===== config.mk =====
export PLATFORM = sky130hd
export DESIGN_NAME = led_pwm_array
export DESIGN_NICKNAME = d
export VERILOG_FILES = /design/src/rtl/led_pkg.sv /design/src/rtl/led_pwm_array_channel.sv /design/src/rtl/led_pwm_array.sv
export SDC_FILE = /design/constraint.sdc
export NUM_CORES = 1
export LEC_CHECK = 0
export ABC_AREA = 1
export CAP_MARGIN = 20
export CORE_MARGIN = 2
export CORE_UTILIZATION = 50
export CTS_BUF_LIST = sky130_fd_sc_hd__clkbuf_4 sky130_fd_sc_hd__clkbuf_8
export DETAILED_ROUTE_END_ITERATION = 8
export PLACE_DENSITY = 0.74
export SYNTH_ARGS = -nofsm -noshare
export SYNTH_HDL_FRONTEND = slang
export SYNTH_HIERARCHICAL = 1
export SYNTH_SLANG_ARGS = --single-unit

===== constraint.sdc =====
create_clock -name CLK -period 5.85 [get_ports CLK]
set_input_delay 0.585 -clock CLK [delete_from_list [all_inputs] [get_ports CLK]]
set_output_delay 0.585 -clock CLK [all_outputs]
set_load 0.1 [all_outputs]

===== src/rtl/led_pkg.sv =====
// Shared definitions for the LED PWM array: channel mode encoding.
// Optional feature macro: LED_PWM_BREATHE_EN (enables breathe mode in led_channel).
package led_pkg;

    // Channel mode. BREATHE falls back to OFF behaviour when breathe support is not built.
    typedef enum logic [1:0] {
        LED_MODE_OFF     = 2'd0,
        LED_MODE_ON      = 2'd1,
        LED_MODE_WINDOW  = 2'd2,
        LED_MODE_BREATHE = 2'd3
    } led_mode_t;

endpackage


===== src/rtl/led_pwm_array_channel.sv =====
// One LED channel: shadow/active settings, optional breathe duty state,
// compare against the shared period counter and registered LED output.
// Optional feature macro: LED_PWM_BREATHE_EN. When undefined, mode 3 acts as
// OFF and no duty/direction registers exist.
module led_channel
    import led_pkg::*;
#(
    parameter int CNT_W   = 21
`ifdef LED_PWM_BREATHE_EN
    ,
    parameter int BR_STEP = 20_000
`endif
) (
    input  logic             clk,
    input  logic             rst_n,
    input  logic             wr_en,
    input  logic [1:0]       wr_mode,
    input  logic [CNT_W-1:0] wr_start,
    input  logic [CNT_W-1:0] wr_end,
    input  logic             wrap,
    input  logic [CNT_W-1:0] count,
    output logic             led
);

    led_mode_t        sh_mode;
    logic [CNT_W-1:0] sh_start;
    logic [CNT_W-1:0] sh_end;
    led_mode_t        act_mode;
    logic [CNT_W-1:0] act_start;
    logic [CNT_W-1:0] act_end;
    logic             led_next;

    // Shadow set: captures the most recent write; last write before wrap wins.
    always_ff @(posedge clk or negedge rst_n) begin
        if (!rst_n) begin
            sh_mode  <= LED_MODE_OFF;
            sh_start <= '0;
            sh_end   <= '0;
        end else if (wr_en) begin
            sh_mode  <= led_mode_t'(wr_mode);
            sh_start <= wr_start;
            sh_end   <= wr_end;
        end
    end

    // Active set: copies the pre-edge shadow only at period wrap, so outputs never glitch mid-period.
    always_ff @(posedge clk or negedge rst_n) begin
        if (!rst_n) begin
            act_mode  <= LED_MODE_OFF;
            act_start <= '0;
            act_end   <= '0;
        end else if (wrap) begin
            act_mode  <= sh_mode;
            act_start <= sh_start;
            act_end   <= sh_end;
        end
    end

`ifdef LED_PWM_BREATHE_EN
    logic [CNT_W-1:0] duty;
    logic             dir_down;
    logic [CNT_W:0]   step_w;
    logic [CNT_W:0]   sum_up;
    logic [CNT_W-1:0] up_res;
    logic [CNT_W-1:0] down_res;

    // Next duty candidates, computed one bit wider so duty + step cannot overflow.
    always_comb begin
        step_w   = (CNT_W + 1)'(BR_STEP);
        sum_up   = {1'b0, duty} + step_w;
        up_res   = (sum_up >= {1'b0, act_end}) ? act_end : sum_up[CNT_W-1:0];
        down_res = ({1'b0, duty} <= step_w) ? '0 : (duty - step_w[CNT_W-1:0]);
    end

    // Duty ramp: steps once per period while breathing; any other mode parks it at 0, counting up.
    always_ff @(posedge clk or negedge rst_n) begin
        if (!rst_n) begin
            duty     <= '0;
            dir_down <= 1'b0;
        end else if (act_mode != LED_MODE_BREATHE) begin
            duty     <= '0;
            dir_down <= 1'b0;
        end else if (wrap) begin
            if (!dir_down) begin
                duty <= up_res;
                if (up_res == act_end) begin
                    dir_down <= 1'b1;
                end
            end else begin
                duty <= down_res;
                if (down_res == '0) begin
                    dir_down <= 1'b0;
                end
            end
        end
    end
`endif

    // Output decision for the current count; windows never wrap, so start >= end yields 0.
    always_comb begin
        led_next = 1'b0;
        case (act_mode)
            LED_MODE_OFF:    led_next = 1'b0;
            LED_MODE_ON:     led_next = 1'b1;
            LED_MODE_WINDOW: led_next = (count >= act_start) && (count < act_end);
`ifdef LED_PWM_BREATHE_EN
            LED_MODE_BREATHE: led_next = (count < duty);
`else
            LED_MODE_BREATHE: led_next = 1'b0;
`endif
            default:         led_next = 1'b0;
        endcase
    end

    // Registered LED drive: one cycle behind the counter value it was compared against.
    always_ff @(posedge clk or negedge rst_n) begin
        if (!rst_n) begin
            led <= 1'b0;
        end else begin
            led <= led_next;
        end
    end

endmodule


===== src/rtl/led_pwm_array.sv =====
// Multi-channel LED PWM generator: shared free-running period counter, wrap
// detect, Period_Tick and write decode feeding N_CH led_channel instances.
// Optional feature macro: LED_PWM_BREATHE_EN (breathe mode on channel mode 3).
// Write port: Wr_En is a single-cycle strobe with no backpressure; every
// strobe with Wr_Ch < N_CH is accepted, other channel indices are dropped.
module led_pwm_array
    import led_pkg::*;
#(
    parameter int N_CH    = 4,
    parameter int CNT_W   = 21,
    parameter int PERIOD  = 2_000_000,
    parameter int BR_STEP = 20_000,
    parameter int CH_W    = (N_CH > 1) ? $clog2(N_CH) : 1
) (
    input  logic             CLK,
    input  logic             RSTn,
    input  logic             Wr_En,
    input  logic [CH_W-1:0]  Wr_Ch,
    input  logic [1:0]       Wr_Mode,
    input  logic [CNT_W-1:0] Wr_Start,
    input  logic [CNT_W-1:0] Wr_End,
    output logic [N_CH-1:0]  LED_Out,
    output logic             Period_Tick
);

    localparam logic [CNT_W-1:0] LAST = CNT_W'(PERIOD - 1);

    logic [CNT_W-1:0] count;
    logic             wrap;
    logic [N_CH-1:0]  wr_sel;

    assign wrap = (count == LAST);

    // Period counter 0..PERIOD-1; the tick is registered so it lines up with count == 0.
    always_ff @(posedge CLK or negedge RSTn) begin
        if (!RSTn) begin
            count       <= '0;
            Period_Tick <= 1'b0;
        end else begin
            count       <= wrap ? '0 : (count + CNT_W'(1));
            Period_Tick <= wrap;
        end
    end

    for (genvar c = 0; c < N_CH; c++) begin : g_ch
        // Channel select; indices at or above N_CH never match any channel.
        assign wr_sel[c] = Wr_En && (Wr_Ch == CH_W'(c));

        led_channel #(
            .CNT_W   (CNT_W)
`ifdef LED_PWM_BREATHE_EN
            ,
            .BR_STEP (BR_STEP)
`endif
        ) u_ch (
            .clk      (CLK),
            .rst_n    (RSTn),
            .wr_en    (wr_sel[c]),
            .wr_mode  (Wr_Mode),
            .wr_start (Wr_Start),
            .wr_end   (Wr_End),
            .wrap     (wrap),
            .count    (count),
            .led      (LED_Out[c])
        );
    end

endmodule


## Word level (Yosys, flattened, before mapping)

Cells that the tools add are included.

- Register bits after elaboration: 378
- Output and inout bits: 5
- Logic and storage cells: 77

- Add/sub/neg operators: 1
- Order comparisons: 8
- Equality and inequality tests: 16
- Mux-type cells: 5
- Reductions and logical operators: 17

Operators with widths:

| kind | number |
|---|---|
| >= comparator 21 bit | 4 |
| < comparator 21 bit | 4 |
| adder 21 x 1 -> 21 bit, second input constant | 1 |
| equality test 21 bit, second input constant | 1 |
| 2-to-1 mux 21 bit | 1 |
| equality test 2 bit, second input constant | 10 |
| case mux 1 bit (3 select lines) | 4 |
| equality test 2 x 1 -> 1 bit, second input constant | 5 |
| logical NOT 2 bit | 5 |
| logical AND 1 bit | 8 |
| OR reduction 2 bit | 4 |

## Depth between registers and ports, before layout

Gate-level depths: netlist of the first run.

- Depth in word-level cells: 3
- Gate-level depth with buffers: 12
- Gate-level depth less buffers: 12

## By module

The synthesis of the first run kept the hierarchy.

By module, submodules not included:

| module | times used | cells each | area each (um^2) | sequential area each (um^2) |
|---|---|---|---|---|
| led_channel | 4 | 459 | 4539.4 | 2227.1 |
| led_pwm_array | 1 | 164 | 1227.4 | 550.5 |

## Worst setup path before layout of the first run

Ideal clock, no wire load.

- Path type: register -> register
- Start: register count[1]
- End: register g_ch[0].u_ch.act_start[11]
- Setup time: 0.134 ns
- Data arrival time: 1.811 ns
- Required time: 5.716 ns
- Path slack: 3.905 ns
- Stages on the path, launching flop included: 11
- Buffers on the path: 2
- Period minus slack after synthesis: 1.945 ns
- Cell sequence: dfrtp_1 > ha_1 > nand2_1 > nor2_1 > nand2_1 > inv_1 > nand3_1 > inv_1 > buf_2 > clkbuf_1 > o21ai_0

- Cells in the longest elaborated chain, start to end: 1

Ends and longest elaborated chain:

| item | RTL line | text |
|---|---|---|
| start, declared | led_pwm_array.sv:28 | `logic [CNT_W-1:0] count;` |
| start signal, assigned | led_pwm_array.sv:40 | `count <= wrap ? '0 : (count + CNT_W'(1));` |
| equality test 21 bit | led_pwm_array.sv:32 | `assign wrap = (count == LAST);` |
| net wrap | led_pwm_array.sv:29 | `logic wrap;` |
| end signal, assigned | led_pwm_array_channel.sv:54 | `act_start <= sh_start;` |
| end, declared | led_pwm_array_channel.sv:29 | `logic [CNT_W-1:0] act_start;` |

The timed path passes the listed nets, and every way through them passes these cells.
A chain may end at the register's enable or synchronous reset.

## Worst setup path in the final report of the first run

- Start: register count[1]
- End: register g_ch[1].u_ch.act_start[7]

- Cells in the longest elaborated chain, start to end: 1

Ends and longest elaborated chain:

| item | RTL line |
|---|---|
| equality test 21 bit | led_pwm_array.sv:32 |
| net wrap | led_pwm_array.sv:29 |
| end signal, assigned | led_pwm_array_channel.sv:54 |
| end, declared | led_pwm_array_channel.sv:29 |

The timed path passes the listed nets, and every way through them passes these cells.

==> flow_metrics.env, run 1 <==
export IMPL_status="finished clean"
export IMPL_rsz0062_at_grt="no"
export IMPL_layout_drive_gt1_share=0.157
export IMPL_vias=13300
export IMPL_synth_seq_area_share=0.488
export IMPL_start_kind="flop"
export IMPL_fin_crit_ns=2.90
export IMPL_antenna_found_initial=0
export IMPL_worstMarginPinSlew_ns=0.995
export IMPL_gp_congestion=0.909
export IMPL_period_share=0.496
export IMPL_synth_top_cell_by_area="dfrtp_1"
export IMPL_numCtsBuffers=66
export IMPL_hold_violations=0
export IMPL_power_density_mw_per_mm2=276
export IMPL_p_leak_nw=10.6
export IMPL_syn_num_nets=2218
export IMPL_synth_area_leaders="dfrtp_1, ha_1, nand2_1"
export IMPL_cts_tree="built"
export IMPL_grt_total_usage=0.222
export IMPL_max_cap_viol_count=0
export IMPL_htree_levels=3
export IMPL_grt_max_degree=237
export IMPL_ant_nets=0
export IMPL_io_pins=54
export IMPL_cp_max_fo=100
export IMPL_syn_area_sq_mm=0.0194
export IMPL_root_buffer="clkbuf_8"
export IMPL_ys_warnings_count=6
export IMPL_die_w_microns=201
export IMPL_drtIter0Drc=865
export IMPL_required_ns=6.30
export IMPL_synth_top_cell_area_share=0.488
export IMPL_yosysMostFrequentCell="nand2_1"
export IMPL_cts_reportedPaths_clkPinSlew_ns=0.06
export IMPL_setup_ws_ns=2.95
export IMPL_cts_sinks=378
export IMPL_die_area_sq_mm=0.0404
export IMPL_grt_pass1_vias=13700
export IMPL_syn_to_final_growth_pct=12.0
export IMPL_place_hpwl_mm=29.7
export IMPL_max_vdd_ir_drop_uv=173
export IMPL_ys_types=27
export IMPL_critPathKind="reg -> reg"
export IMPL_drc=0
export IMPL_clockBufferDepth=3
export IMPL_wl_per_cell_microns=16.4
export IMPL_ys_flop_type="dfrtp_1"
export IMPL_post_cts_setup_buffers=0
export IMPL_rows=72
export IMPL_die_y_microns=201
export IMPL_grt_pass1_wl_mm=71.6
export IMPL_finalSetupTns_ns=0
export IMPL_dp_slack_ns=2.49
export IMPL_synthArstFlopShare=1.00
export IMPL_grt_overflow_total=0
export IMPL_routed_wl_mm=43.2
export IMPL_fmax_mhz=345
export IMPL_synth_edf_count=0
export IMPL_nNetsFinal=2290
export IMPL_clock_latency_ns=0.61
export IMPL_maxSlewViolCount=0
export IMPL_fin_worst_skew_ns=0.0343
export IMPL_holdWs_ns=0.459
export IMPL_syn_avg_cell_area_sq_um=9.69
export IMPL_viasPerCell=5.04
export IMPL_crit_path_end_kind="flop"
export IMPL_hp_class="reg -> reg"
export IMPL_design_core_area_sq_mm=0.0385
export IMPL_start_util=0.504
export IMPL_antenna_cells_inserted=0
export IMPL_syn_inst=2000
export IMPL_relSlewSlack=0.337
export IMPL_finalSetupViolCount=0
export IMPL_synth_common_cells="nand2_1, dfrtp_1, inv_1"
export IMPL_ys_ff_latch=378
export IMPL_dr_pass1_iters=6
export IMPL_cp_arrival_ns=3.35
export IMPL_port_buffer_count=53
export IMPL_fin_total_pwr_mw=5.99
## critical path: stages, from the launching register on
cell	delay, ns
dfrtp_1	0.58
ha_1	0.26
nand2_1	0.12
nor2_1	0.20
nand2_1	0.10
inv_1	0.07
nand3_1	0.21
inv_8	0.43
buf_4	0.55
o21ai_0	0.19
## placed cells by master (no fill, tap or decap), drive strengths merged, types with 52 or more instances in the layout
cell and instances:
mux2 164, clkdlybuf4s50 52, o21ai 183, clkbuf 104, nor2 132, ha 169, inv 301, nand2 494
a21oi 57, dfrtp 378
## stage by stage
step                      std cells   util  cell area [sq um]
after floorplan                2000      -              19400
after CTS                      2632  0.563              21700
after detailed placement       2520  0.527              20300
after global placement         2520  0.527              20300
after global routing           2633  0.564              21700
final                          2633  0.564              21700
## timing repair
item,CTS,global route
gates resized for setup,0,0
hold buffers,1,0
endpoints found under the setup margin,0,0
endpoints found under the hold margin,73,0
## power breakdown
part,total (mW),leakage (nW),internal (mW),switching [mW]
clock network,2.57,0.742,1.52,1.05
logic,0.442,4.91,0.277,0.166
registers,2.98,4.90,2.85,0.132
total,5.99,10.6,4.64,1.35
## cell families (layout without fill, tap and decap cells)
family,Yosys count,in the layout,synth area share
adders and majority gates,169,169,0.109
DFF,378,378,0.488
buffers and inverters,361,476,0.0795
xor gates and xnor gates,10,10,0.00452
AOI/OAI and AO/OA,248,248,0.0651
and+or+nand+nor,670,670,0.140
muxes,164,164,0.114
## metal layers
metal	vias to the layer above	wire length, microns	GRT usage
met4	0	863	0.0722
met2	271	19900	0.353
li1	6491	-	-
met5	-	0	0
met3	59	2070	0.0398
met1	6452	20300	0.309
## worst paths after layout
path	start	to	slack, ns	depth (start not counted)
min in group asynchronous	RSTn	g_ch[1].u_ch/sh_end[16]	0.54	2
max reg2reg	count[1]	g_ch[1].u_ch/act_start[7]	2.95	9
max in group asynchronous	RSTn	g_ch[2].u_ch/act_end[9]	3.93	3
max	count[1]	g_ch[1].u_ch/act_start[7]	2.95	9
min	g_ch[1].u_ch/sh_end[2]	g_ch[1].u_ch/act_end[2]	0.46	2
min reg2reg	g_ch[1].u_ch/sh_end[2]	g_ch[1].u_ch/act_end[2]	0.46	2
## cell type report
class	count	area, sq um
timing repair buffer	64	653
clock buffer	104	1290
fill	3311	16800
clock inverter	7	113
tap	518	648
inverter	301	1140
multi-input combinational	1261	8410
sequential	378	9460
## sequential cells by signal (all words and copies together), names as in the netlist
name	count
count	21
g_ch.u_ch/sh_end	84
g_ch.u_ch/sh_start	84
g_ch.u_ch/act_mode	8
g_ch.u_ch/sh_mode	8
g_ch.u_ch/act_start	84
g_ch.u_ch/act_end	84
g_ch.u_ch/led	4
Period_Tick	1
Note: power is estimated with default switching activity, not from simulation.
==> inputs of run 2 (changes only) <==
PLACE_DENSITY = 0.76   (was 0.74)
clock period = 2.4 ns   (was 5.85 ns; I/O delays follow)
==> run 2 against run 1 <==
  * First-iteration DRC count is 14% lower
  * Sequential cell count stayed put
  * Setup slack worse by 2.7 ns
  * Global-route usage grew 0.48 points
  * Non-clock buffer count increased by 29
  * Via count rose by 2.5%
  * Maximum frequency up 35%
==> flow_metrics.env, run 2 (synthesized netlist as in run 1, its figures left out) <==
export IMPL_grt_pass1_vias=14300
export IMPL_gr_usage_met1=0.301
export IMPL_layout_common_cells="nand2_1, dfrtp_1, inv_1, o21ai_0, ha_1"
export IMPL_critPathKind="reg -> reg"
export IMPL_maxSlewViolCount=0
export IMPL_clock_latency_ns=0.61
export IMPL_use_met3=0.0347
export IMPL_numCtsBuffers=67
export IMPL_antenna_cells_inserted=0
export IMPL_rsz0062_at_grt="no"
export IMPL_clockBufferDepth=3
export IMPL_drc=0
export IMPL_hold_violations=0
export IMPL_cts_reportedPaths_clkPinSlew_ns=0.07
export IMPL_routed_wl_mm=44.2
export IMPL_grt_overflow_total=0
export IMPL_grt_max_degree=103
export IMPL_port_buffer_count=53
export IMPL_crit_path_end_kind="flop"
export IMPL_finalSetupTns_ns=0
export IMPL_use_met2=0.374
export IMPL_fin_crit_ns=2.14
export IMPL_ff2ff_setup_slack_ns=0.26
export IMPL_max_vdd_ir_drop_uv=461
export IMPL_grt_pass1_wl_mm=73.5
export IMPL_die_y_microns=201
export IMPL_antenna_found_initial=0
export IMPL_grt_total_usage=0.227
export IMPL_root_buffer="clkbuf_8"
export IMPL_fin_worst_skew_ns=0.0320
export IMPL_syn_to_final_growth_pct=13.9
export IMPL_viasPerCell=5.11
export IMPL_htree_levels=3
export IMPL_r2r_start="count[0]"
export IMPL_cp_max_fo=76
export IMPL_grt_busiest_layer="met2"
export IMPL_layout_drive_gt1_share=0.171
export IMPL_start_kind="flop"
export IMPL_vias=13600
export IMPL_drtIter0Drc=744
export IMPL_relSlewSlack=0.527
export IMPL_wl_per_cell_microns=16.6
export IMPL_place_hpwl_mm=29.8
export IMPL_nNetsFinal=2320
export IMPL_cp_arrival_ns=2.61
export IMPL_fillers=3281
export IMPL_start_util=0.504
export IMPL_fmax_mhz=467
export IMPL_finalSetupViolCount=0
export IMPL_die_area_sq_mm=0.0404
export IMPL_required_ns=2.87
export IMPL_rows=72
export IMPL_worstMarginPinSlew_ns=0.709
export IMPL_io_pins=54
export IMPL_die_w_microns=201
export IMPL_gp_congestion=0.881
export IMPL_max_cap_viol_count=0
export IMPL_post_cts_setup_buffers=0
export IMPL_fin_total_pwr_mw=14.5
export IMPL_ant_nets=0
export IMPL_cts_sinks=378
export IMPL_p_leak_nw=10.8
export IMPL_power_density_mw_per_mm2=657
export IMPL_period_share=0.892
export IMPL_hp_class="in -> async"
export IMPL_status="finished clean"
export IMPL_final_common_cell="nand2_1"
export IMPL_reg2regPathDepth=9
export IMPL_dr_pass1_iters=5
export IMPL_r2r_end="g_ch[0].u_ch/act_start[12]"
export IMPL_cts_tree="built"
export IMPL_design_core_area_sq_mm=0.0385
run 2: what timing repair did:
action,CTS,global route
endpoints found under the hold margin,126,0
gates resized for setup,0,3
hold buffers,1,0
setup endpoints to repair,0,36
run 2: final cells by class:
class                      instances  area, sq um  share of cell area
sequential                       378         9460               0.429
multi-input combinational       1261         8410               0.381
clock buffer                     106         1360              0.0616
inverter                         301         1160              0.0524
timing repair buffer              93         1020              0.0463
tap                              518          648              0.0294
clock inverter                     4         22.5             0.00102
run 2: how the worst max path moves through the flow:
| stage | start | to |
|---|---|---|
| final | count[0] | g_ch[0].u_ch/act_start[12] |
| after global routing | count[0] | g_ch[2].u_ch/act_start[0] |
| after CTS | count[0] | g_ch[3].u_ch/act_end[11] |
| after detailed placement | count[0] | g_ch[1].u_ch/act_end[6] |
| after global placement | count[0] | g_ch[1].u_ch/act_end[9] |
| after floorplan | count[1] | g_ch[0].u_ch/act_start[11] |
run 2: critical path, cell delays in order (launching register included):
cell	delay [ns]
dfrtp_1	0.46
ha_1	0.22
nand2_1	0.11
nor2_1	0.16
nand2_1	0.09
inv_1	0.07
nand3_1	0.14
bufinv_16	0.29
buf_16	0.26
o21ai_0	0.16
run 2: through the flow:
step,setup slack [ns],utilization,instance area [sq um],std cells,hold WS [ns]
6_report,0.258,0.574,22100,2661,0.182
4_1_cts,0.177,0.572,22000,2660,0.160
5_1_grt,0.0202,0.574,22100,2661,0.212
2_1_floorplan,0.455,-,19400,2000,-0.0556
3_5_place_dp,0.221,0.536,20600,2549,0.206
3_3_place_gp,0.339,0.536,20600,2549,0.207
run 2: routing by layer:
layer / vias up / routed length, microns
li1: 6563 / -
met1: 6628 / 19900
met2: 314 / 20800
met3: 101 / 1930
met4: 0 / 1610
met5: - / 0
run 2: power breakdown:
part	internal, mW	total [mW]	switching, mW
combinational	0.692	1.11	0.420
sequential	6.94	7.25	0.307
clock	3.55	6.14	2.58
total	11.2	14.5	3.31
